<file path="config.mk">
export PLATFORM = sky130hd
export DESIGN_NAME = execute_stage
export DESIGN_NICKNAME = d
export VERILOG_FILES = /design/src/rtl/execute_stage.sv
export SDC_FILE = /design/constraint.sdc
export NUM_CORES = 1
export LEC_CHECK = 0
export BUFFER_PORTS_ARGS = -buffer_cell sky130_fd_sc_hd__buf_4
export CELL_PAD_IN_SITES_DETAIL_PLACEMENT = 0
export CELL_PAD_IN_SITES_GLOBAL_PLACEMENT = 1
export CORE_AREA = 4 4 223 225
export DETAILED_ROUTE_END_ITERATION = 8
export DIE_AREA = 0 0 227 229
export HOLD_SLACK_MARGIN = 0.1
export MAX_ROUTING_LAYER = met4
export PLACE_DENSITY = 0.85
export SYNTH_ARGS = -nofsm -noshare
export SYNTH_HDL_FRONTEND = slang
export SYNTH_SLANG_ARGS = --single-unit
</file>
<file path="constraint.sdc">
create_clock -name ex_clk -period 5.8 [get_ports ex_clk]
set_input_delay 0.29 -clock ex_clk [delete_from_list [all_inputs] [get_ports ex_clk]]
set_output_delay 0.29 -clock ex_clk [all_outputs]
set_load 0.02 [all_outputs]
</file>
<file path="src/rtl/execute_stage.sv">
// Execute stage of the in-order RV32I pipeline: ALU, branch/jump resolution,
// fetch redirect with wrong-path squash, and the EX/MEM pipeline register.
module execute_stage #(
   parameter int DWIDTH        = 32,
   parameter int PC_WIDTH      = 32,
   parameter int AWIDTH        = 5,
   parameter int FUNCT_WIDTH   = 3,
   parameter int OPCODE_WIDTH  = 11,
   parameter int ALU_WIDTH     = 14,
   parameter int SQUASH_CYCLES = 2
) (
   input  logic                    ex_clk,
   input  logic                    ex_rst,
   input  logic                    ex_i_ce,
   input  logic                    ex_i_stall,
   input  logic                    ex_i_flush,
   input  logic [PC_WIDTH-1:0]     ex_i_pc,
   input  logic [OPCODE_WIDTH-1:0] ex_i_opcode,
   input  logic [ALU_WIDTH-1:0]    ex_i_alu,
   input  logic [FUNCT_WIDTH-1:0]  ex_i_funct3,
   input  logic [DWIDTH-1:0]       ex_i_imm,
   input  logic [DWIDTH-1:0]       ex_i_rs1,
   input  logic [DWIDTH-1:0]       ex_i_rs2,
   input  logic [AWIDTH-1:0]       ex_i_addr_rd,
   output logic                    ex_o_ce,
   output logic [DWIDTH-1:0]       ex_o_result,
   output logic [DWIDTH-1:0]       ex_o_store_data,
   output logic [AWIDTH-1:0]       ex_o_addr_rd,
   output logic                    ex_o_rd_we,
   output logic [OPCODE_WIDTH-1:0] ex_o_opcode,
   output logic [FUNCT_WIDTH-1:0]  ex_o_funct3,
   output logic [PC_WIDTH-1:0]     ex_o_pc,
   output logic                    ex_o_change_pc,
   output logic [PC_WIDTH-1:0]     ex_o_next_pc,
   output logic                    ex_o_flush,
   output logic                    ex_o_stall,
   output logic                    ex_o_exception
);

   localparam int OP_RTYPE  = 0;
   localparam int OP_ITYPE  = 1;
   localparam int OP_LOAD   = 2;
   localparam int OP_BRANCH = 4;
   localparam int OP_JAL    = 5;
   localparam int OP_JALR   = 6;
   localparam int OP_LUI    = 7;
   localparam int OP_AUIPC  = 8;
   localparam int OP_SYSTEM = 9;
   localparam int OP_FENCE  = 10;

   localparam int ALU_ADD  = 0;
   localparam int ALU_SUB  = 1;
   localparam int ALU_SLT  = 2;
   localparam int ALU_SLTU = 3;
   localparam int ALU_XOR  = 4;
   localparam int ALU_OR   = 5;
   localparam int ALU_AND  = 6;
   localparam int ALU_SLL  = 7;
   localparam int ALU_SRL  = 8;
   localparam int ALU_SRA  = 9;
   localparam int ALU_EQ   = 10;
   localparam int ALU_NEQ  = 11;
   localparam int ALU_GE   = 12;
   localparam int ALU_GEU  = 13;

   logic [1:0]          squash_cnt;
   logic                accept;
   logic                is_jal, is_jalr, is_branch, is_jump;
   logic [DWIDTH-1:0]   op_a, op_b, alu_out, result;
   logic [4:0]          shamt;
   logic                lt_s, lt_u;
   logic [PC_WIDTH-1:0] pc_target, jalr_sum, target, link;
   logic                want_redirect, misaligned, redirect, writes_rd;

   assign is_jal    = ex_i_opcode[OP_JAL];
   assign is_jalr   = ex_i_opcode[OP_JALR];
   assign is_branch = ex_i_opcode[OP_BRANCH];
   assign is_jump   = is_jal | is_jalr;

   assign accept = ex_i_ce & ~ex_i_stall & ~ex_i_flush & (squash_cnt == 2'd0);

   assign op_a = (is_jal | ex_i_opcode[OP_AUIPC]) ? DWIDTH'(ex_i_pc) :
                 ex_i_opcode[OP_LUI]              ? '0 : ex_i_rs1;
   assign op_b = (ex_i_opcode[OP_RTYPE] | is_branch) ? ex_i_rs2 : ex_i_imm;

   assign shamt = op_b[4:0];
   assign lt_s  = $signed(op_a) < $signed(op_b);
   assign lt_u  = op_a < op_b;

   always_comb begin
      // NOTE: default first so no path through the one-hot decode infers a latch.
      alu_out = '0;
      if (ex_i_alu[ALU_ADD])  alu_out = op_a + op_b;
      if (ex_i_alu[ALU_SUB])  alu_out = op_a - op_b;
      if (ex_i_alu[ALU_SLT])  alu_out = {{(DWIDTH-1){1'b0}}, lt_s};
      if (ex_i_alu[ALU_SLTU]) alu_out = {{(DWIDTH-1){1'b0}}, lt_u};
      if (ex_i_alu[ALU_XOR])  alu_out = op_a ^ op_b;
      if (ex_i_alu[ALU_OR])   alu_out = op_a | op_b;
      if (ex_i_alu[ALU_AND])  alu_out = op_a & op_b;
      if (ex_i_alu[ALU_SLL])  alu_out = op_a << shamt;
      if (ex_i_alu[ALU_SRL])  alu_out = op_a >> shamt;
      if (ex_i_alu[ALU_SRA])  alu_out = $signed(op_a) >>> shamt;
      if (ex_i_alu[ALU_EQ])   alu_out = {{(DWIDTH-1){1'b0}}, op_a == op_b};
      if (ex_i_alu[ALU_NEQ])  alu_out = {{(DWIDTH-1){1'b0}}, op_a != op_b};
      if (ex_i_alu[ALU_GE])   alu_out = {{(DWIDTH-1){1'b0}}, ~lt_s};
      if (ex_i_alu[ALU_GEU])  alu_out = {{(DWIDTH-1){1'b0}}, ~lt_u};
   end

   assign pc_target = ex_i_pc + PC_WIDTH'(ex_i_imm);
   assign jalr_sum  = PC_WIDTH'(ex_i_rs1 + ex_i_imm);
   assign target    = is_jalr ? {jalr_sum[PC_WIDTH-1:1], 1'b0} : pc_target;
   assign link      = ex_i_pc + PC_WIDTH'(4);
   assign result    = is_jump ? DWIDTH'(link) : alu_out;

   // A misaligned target raises an exception instead of redirecting fetch.
   assign want_redirect = is_jump | (is_branch & alu_out[0]);
   assign misaligned    = target[1:0] != 2'b00;
   assign redirect      = want_redirect & ~misaligned;

   assign writes_rd = (ex_i_opcode[OP_RTYPE] | ex_i_opcode[OP_ITYPE] | ex_i_opcode[OP_LOAD] |
                       is_jump | ex_i_opcode[OP_LUI] | ex_i_opcode[OP_AUIPC]) &
                      ~(ex_i_opcode[OP_SYSTEM] | ex_i_opcode[OP_FENCE]) &
                      (ex_i_addr_rd != '0);

   assign ex_o_stall = ex_i_stall;
   assign ex_o_flush = ex_o_change_pc | ex_i_flush;

   always_ff @(posedge ex_clk or posedge ex_rst) begin
      // NOTE: non-blocking assignments keep every register sampling pre-edge values.
      if (ex_rst) begin
         ex_o_ce         <= 1'b0;
         ex_o_result     <= '0;
         ex_o_store_data <= '0;
         ex_o_addr_rd    <= '0;
         ex_o_rd_we      <= 1'b0;
         ex_o_opcode     <= '0;
         ex_o_funct3     <= '0;
         ex_o_pc         <= '0;
         ex_o_change_pc  <= 1'b0;
         ex_o_next_pc    <= '0;
         ex_o_exception  <= 1'b0;
         squash_cnt      <= 2'd0;
      end else if (ex_i_flush) begin
         ex_o_ce        <= 1'b0;
         ex_o_rd_we     <= 1'b0;
         ex_o_change_pc <= 1'b0;
         ex_o_exception <= 1'b0;
         squash_cnt     <= 2'd0;
      end else if (ex_i_stall) begin
         // Everything freezes, but the redirect pulse must not be seen twice.
         ex_o_change_pc <= 1'b0;
      end else begin
         ex_o_ce        <= accept;
         ex_o_rd_we     <= accept & writes_rd;
         ex_o_change_pc <= accept & redirect;
         ex_o_exception <= accept & want_redirect & misaligned;
         if (accept) begin
            ex_o_result     <= result;
            ex_o_store_data <= ex_i_rs2;
            ex_o_addr_rd    <= ex_i_addr_rd;
            ex_o_opcode     <= ex_i_opcode;
            ex_o_funct3     <= ex_i_funct3;
            ex_o_pc         <= ex_i_pc;
            ex_o_next_pc    <= target;
         end
         if (accept & redirect)
            squash_cnt <= 2'(SQUASH_CYCLES);
         else if (squash_cnt != 2'd0)
            squash_cnt <= squash_cnt - 2'd1;
      end
   end

endmodule

</file>
* Word level (Yosys, flattened, before mapping) *
Cells that the tools add are included.

word-level totals
  bits in registers = 153
  bits of input ports = 166
  output and inout port bits = 153

cells by class
  add/subtract/negate cells = 6
  $lt $le $gt $ge = 2
  equality and inequality tests = 3
  shift operators = 3
  mux-type cells = 31
  bitwise operators = 31
  reduce and logical (&&, ||, !) cells = 7

operators by type and width
  cell                                                              number
  32-bit 2-to-1 mux                                                 19
  32-bit adder                                                      3
  32-bit less-than comparator                                       2
  32-bit by 3-bit adder with 32-bit output (second input constant)  1
  32-bit AND                                                        1
  32-bit == test                                                    1
  32-bit != test                                                    1
  32-bit bitwise OR                                                 1
  32-bit by 5-bit << shifter with 32-bit output                     1
  32-bit by 5-bit >> shifter with 32-bit output                     1
  32-bit by 5-bit >>> shifter with 32-bit output                    1
  32-bit subtractor                                                 1
  32-bit bitwise XOR                                                1
  1-bit AND                                                         11
  1-bit bitwise OR                                                  11
  1-bit 2-to-1 mux                                                  8
  2-bit 2-to-1 mux                                                  4
  1-bit NOT                                                         6
  5-bit nonzero test                                                1
  2-bit nonzero test                                                2
  3-bit AND reduction                                               1
  3-bit nonzero test                                                1
  2-bit zero test                                                   1
  2-bit by 1-bit != test with 1-bit output (second input constant)  1
  other kinds (2)                                                   2

* Logic depth before layout (Yosys ltp) *
  word-level depth = 24
  gate-level depth with buffers = 21
  gate-level depth less buffers = 17

* Least setup slack after synthesis *
No wires, ideal clock.

  path kind = input to register
  start point = in ex_i_opcode[0]
  end point = reg ex_o_result[21]
  setup time = 0.133 ns
  arrival = 4.380 ns
  required time = 5.667 ns
  setup slack = 1.287 ns
  stages = 18
  buffers on the path = 5
  cell sequence = nor2_4 > mux2i_2 > buf_2 > buf_1 > buf_1 > clkbuf_1 > ha_1 > buf_2 > o311a_1 > o31a_1 > a31oi_4 > a31oi_4 > nor2b_1 > o21ai_0 > a311oi_1 > mux2_2 > o21ai_0 > a31oi_1

between the ends
  longest elaborated chain between the ends = 18
  elaborated cells on any way between the ends = 25
  those cells by class = 2 x add/sub; 3 x shift; 16 x mux; 4 x bitwise

RTL lines
  what                   RTL line  RTL
  start, declared        18        input logic [OPCODE_WIDTH-1:0] ex_i_opcode,
  1-bit bitwise OR (*)   84        assign op_b = (ex_i_opcode[OP_RTYPE] | is_branch) ? ex_i_rs2 : ex_i_imm;
  32-bit 2-to-1 mux (*)  84
  32-bit adder           93        if (ex_i_alu[ALU_ADD]) alu_out = op_a + op_b;
  32-bit 2-to-1 mux      93
  32-bit 2-to-1 mux      94        if (ex_i_alu[ALU_SUB]) alu_out = op_a - op_b;
  32-bit 2-to-1 mux      95        if (ex_i_alu[ALU_SLT]) alu_out = {{(DWIDTH-1){1'b0}}, lt_s};
  32-bit 2-to-1 mux      96        if (ex_i_alu[ALU_SLTU]) alu_out = {{(DWIDTH-1){1'b0}}, lt_u};
  32-bit 2-to-1 mux      97        if (ex_i_alu[ALU_XOR]) alu_out = op_a ^ op_b;
  [... 2 more ...]       n/a
  32-bit 2-to-1 mux      100       if (ex_i_alu[ALU_SLL]) alu_out = op_a << shamt;
  32-bit 2-to-1 mux      101       if (ex_i_alu[ALU_SRL]) alu_out = op_a >> shamt;
  32-bit 2-to-1 mux (*)  102       if (ex_i_alu[ALU_SRA]) alu_out = $signed(op_a) >>> shamt;
  32-bit 2-to-1 mux (*)  103       if (ex_i_alu[ALU_EQ]) alu_out = {{(DWIDTH-1){1'b0}}, op_a == op_b};
  32-bit 2-to-1 mux (*)  104       if (ex_i_alu[ALU_NEQ]) alu_out = {{(DWIDTH-1){1'b0}}, op_a != op_b};
  32-bit 2-to-1 mux (*)  105       if (ex_i_alu[ALU_GE]) alu_out = {{(DWIDTH-1){1'b0}}, ~lt_s};
  32-bit 2-to-1 mux (*)  106       if (ex_i_alu[ALU_GEU]) alu_out = {{(DWIDTH-1){1'b0}}, ~lt_u};
  32-bit 2-to-1 mux (*)  113       assign result = is_jump ? DWIDTH'(link) : alu_out;
  end signal, assigned   158       ex_o_result <= result;
  end, declared          26        output logic [DWIDTH-1:0] ex_o_result,

Every way passes the cells marked *; elsewhere a longest branch is shown, timed or not.
A chain may end at the register's enable or synchronous reset.

* Final worst setup path *
  start point = in ex_i_opcode[0]
  end point = reg ex_o_exception

between the ends
  longest elaborated chain between the ends = 23
  elaborated cells on any way between the ends = 36
  those cells by class = 2 x add/sub; 2 x order compare; 2 x eq/ne; 3 x shift; 17 x mux; 10 x bitwise

RTL lines
  what                         RTL line  RTL
  1-bit bitwise OR (*)         84
  32-bit 2-to-1 mux (*)        84
  32-bit adder                 93
  32-bit 2-to-1 mux            93
  32-bit 2-to-1 mux            94
  32-bit 2-to-1 mux            95
  32-bit 2-to-1 mux            96
  32-bit 2-to-1 mux            97
  [... 6 more ...]             n/a
  32-bit 2-to-1 mux            104
  32-bit 2-to-1 mux            105
  32-bit 2-to-1 mux (*)        106
  1-bit AND (*)                116       assign want_redirect = is_jump | (is_branch & alu_out[0]);
  1-bit bitwise OR (*)         116
  1-bit AND (*) (2 in series)  156       ex_o_exception <= accept & want_redirect & misaligned;
  1-bit 2-to-1 mux (*)         149       end else if (ex_i_stall) begin
  1-bit 2-to-1 mux (*)         143       end else if (ex_i_flush) begin
  end signal, assigned         156
  end, declared                37        output logic ex_o_exception

Every way passes the cells marked *; elsewhere a longest branch is shown, timed or not. The select of a mux whose other input is x is not followed.

==> out/metrics.cfg <==
[finish]
mostFrequentLayoutCell = sky130_fd_sc_hd__nand2_1
layout-area-overhead-vs-synth_pct = 21.0
fin_nets = 3399
layout-drive-gt1-share_pct = 18.4
fillerInstances = 4613
most-common-layout-cells = 497 x sky130_fd_sc_hd__nand2_1, 390 x sky130_fd_sc_hd__buf_4, 227 x sky130_fd_sc_hd__o21ai_0, 200 x sky130_fd_sc_hd__nor2_1, 191 x sky130_fd_sc_hd__a21oi_1

[worst_hold_path]
holdCritPathClass = in -> reg

[placement]
hpwlAfterDp_um = 86700
detailedPlace.worstSlack_ps = 382
routability_congestion_estimate_from_global_placement = 1.10
port-buffer-count = 318

[sta]
final.setup.tns_ps = 0
maxSlewHeadroom_pct = 26.5
finClkSkew_ps = 13.1
final.setup.worst_slack_ps = 593
period_share_pct = 89.8
rsz0062_at_grt = false
timing_max_transition_violations_final = 0
finalSetupViolCount = 0
timing_limited_maximum_frequency_ghz = 0.192
worst_hold_margin_ps = 192
finalHoldViolCount = 0
fin_crit_ps = 5210
tightest_slew_ps = 1090

[detailed_routing]
drt_drc_violations_left = 0
route.vias.total = 24447
number_of_drc_violations_after_detailed_routing_iteration_0 = 3359
drtAntennaViolNets = 0
detailedRoute.firstPassIterationCount = 7
wire_per_inst_um = 30.0
postRouteWirelength_um = 111000
vias_per_cell = 6.60

[synthesis]
mean_instance_size_in_the_synthesized_netlist_sq_um = 7.39
synth_cell_types = 111
post_syn_nets = 3092
share_of_flip_flops_with_an_asynchronous_set_or_reset_after_synthesis_pct = 100
post_synthesis_sequential_area_ratio_pct = 18.7
netlist_instances = 2762
synth_enable_flop_cells = 0
ys_warn_count = 0
synth_area_sq_um = 20400
synth-main-ff-cell = sky130_fd_sc_hd__dfrtp_1
ys_seq_elements = 153

[setup_path]
timing.critical_path.required_ps = 6230
endpoint_kind = flop
cp-start-kind = input pin
worstPathArrival_ps = 5640
cp_max_fo = 31
timing_worst_setup_path_type = in -> reg

[outcome]
outcome = completed

[clock_tree]
ctsLongestPathBuffers = 2
clk_pin_slew_ps = 70
cts_buffers = 17
cts.repair_timing.setup_buffer_count = 0
number_of_gates_resized_after_cts = 0
cts_root_buffer = sky130_fd_sc_hd__clkbuf_16
cts_tree = built
numClockSinks = 153
holdBufCountCts = 81
worst_skew_pair.late_latency_ps = 510
cts_max_level = 4

[floorplanning]
dieArea_sq_um = 52000
placeableCoreArea_sq_um = 47500
fp-row-count = 80
num_io_pins = 319
start_util_pct = 43.0
die_span_in_x_um = 227
die_height_um = 229

[pwr]
peak_ir_drop_on_the_vdd_network_mv = 0.228
p_leak_nw = 11.3
cellPowerDensity_nw_per_um2 = 279
total_power_mw = 6.90

[grt]
grt_max_degree = 93
grt_overall_usage_pct = 42.1
grt_first_pass_wirelength_um = 158000
first_global_vias = 23084
antenna_violations_before_repair = 4
grt_remaining_overflow = 0

[job]
drv_cap = 0

-- through the flow --
step | utilization [%] | instances | instance area (sq um)
5_1_grt | 52.0 | 3701 | 24700
3_5_place_dp | 49.1 | 3584 | 23300
3_3_place_gp | 49.1 | 3584 | 23300
2_1_floorplan | - | 2762 | 20400
6_report | 52.0 | 3703 | 24700
4_1_cts | 52.0 | 3697 | 24700
-- metal layers --
metal	up-vias	track usage [%]	wire [um]
li1	10622	-	-
met1	11724	54.4	43700
met2	1752	62.8	48400
met3	349	8.30	12300
met4	0	20.7	6560
met5	-	-	0
-- power breakdown --
| group | internal, mW | switching [mW] | total, mW | leakage, nW |
|---|---|---|---|---|
| logic | 1.48 | 2.51 | 3.99 | 9.17 |
| clock network | 0.563 | 0.586 | 1.15 | 0.273 |
| registers | 1.46 | 0.294 | 1.76 | 1.90 |
| total | 3.51 | 3.39 | 6.90 | 11.3 |
-- sequential cells by signal (all words and copies together) (netlist names), 2 cells and up --
name / cells
ex_o_result: 32
ex_o_pc: 32
ex_o_funct3: 3
squash_cnt: 2
ex_o_addr_rd: 5
ex_o_opcode: 11
ex_o_next_pc: 32
ex_o_store_data: 32
-- worst max-delay path: stages --
cell and delay (ps):
sky130_fd_sc_hd__dlygate4sd3_1 540, sky130_fd_sc_hd__buf_4 170, sky130_fd_sc_hd__nor2_4 130, sky130_fd_sc_hd__buf_12 250
sky130_fd_sc_hd__mux2_2 460, sky130_fd_sc_hd__ha_1 470, sky130_fd_sc_hd__nor4_1 510, sky130_fd_sc_hd__nand3_1 200
sky130_fd_sc_hd__nor4_2 420, sky130_fd_sc_hd__mux2i_1 270, sky130_fd_sc_hd__nand4_1 150, sky130_fd_sc_hd__a211o_1 310
sky130_fd_sc_hd__o211ai_2 430, sky130_fd_sc_hd__o2111ai_1 220, sky130_fd_sc_hd__a21oi_1 180, sky130_fd_sc_hd__dlygate4sd3_1 550
-- synth_stat cells, types with 16 or more instances --
library cell	instances	share of area (%)
sky130_fd_sc_hd__nor3_1	35	0.86
sky130_fd_sc_hd__buf_2	37	0.91
sky130_fd_sc_hd__nor2_1	201	3.7
sky130_fd_sc_hd__o221ai_1	17	0.73
sky130_fd_sc_hd__a211oi_1	35	1.3
sky130_fd_sc_hd__o21ai_0	227	5.6
sky130_fd_sc_hd__o22ai_1	24	0.74
sky130_fd_sc_hd__xnor2_1	61	2.6
sky130_fd_sc_hd__a21oi_1	191	4.7
sky130_fd_sc_hd__nor4b_1	16	0.69
sky130_fd_sc_hd__a31oi_1	34	1.0
sky130_fd_sc_hd__o31ai_1	23	0.85
sky130_fd_sc_hd__dfrtp_1	153	19
sky130_fd_sc_hd__nor2b_1	23	0.70
sky130_fd_sc_hd__ha_1	160	9.8
sky130_fd_sc_hd__a221oi_1	27	1.2
sky130_fd_sc_hd__o211ai_1	57	2.1
sky130_fd_sc_hd__clkbuf_1	111	2.0
sky130_fd_sc_hd__mux2_2	55	3.0
sky130_fd_sc_hd__a21o_1	47	1.7
sky130_fd_sc_hd__nand2_1	497	9.1
sky130_fd_sc_hd__mux2i_1	117	5.7
sky130_fd_sc_hd__xor2_1	34	1.5
sky130_fd_sc_hd__nand3_1	54	1.3
sky130_fd_sc_hd__nand2b_1	24	0.74
sky130_fd_sc_hd__inv_1	131	2.4
sky130_fd_sc_hd__o21a_1	18	0.66
sky130_fd_sc_hd__buf_1	16	0.29
-- path summary, 6_finish.rpt --
path | startpoint | endpoint | slack (ps) | cells past startpoint
max in group asynchronous | ex_rst | ex_o_next_pc[7]$_DFFE_PP0P_ | 3780 | 4
hold reg to reg | ex_o_store_data[29]$_DFFE_PP0P_ | ex_o_store_data[29]$_DFFE_PP0P_ | 480 | 2
setup / recovery | ex_i_opcode[0] | ex_o_exception$_DFFE_PP0P_ | 590 | 16
hold / removal | ex_i_pc[1] | ex_o_pc[1]$_DFFE_PP0P_ | 190 | 3
min in group asynchronous | ex_rst | ex_o_pc[23]$_DFFE_PP0P_ | 590 | 3
setup reg to reg | squash_cnt[0]$_DFFE_PP0P_ | ex_o_result[23]$_DFFE_PP0P_ | 2680 | 9
-- final cells by class --
cell class / count / area (sq um) / area share [%]
well taps: 615 / 769 / 3.11
repair buffers: 472 / 3760 / 15.2
diodes: 6 / 15.0 / 0.0607
clock buffers: 17 / 425 / 1.72
clock inverters: 15 / 131 / 0.531
multi-input cells: 2286 / 15300 / 61.7
inverters: 139 / 532 / 2.15
flip-flops and latches: 153 / 3830 / 15.5
-- kinds of logic after synthesis --
family,count (synthesis),synth area share (%)
buffers and inverters,323,6.80
multiplexers,187,10.1
adder cells (fa/ha/maj),164,10.2
AO/OA/AOI/OAI,884,29.1
XOR/XNOR,95,4.07
AND/OR/NAND/NOR,956,21.0
flip-flops,153,18.7
No activity file was read; power rests on OpenSTA's default activity.
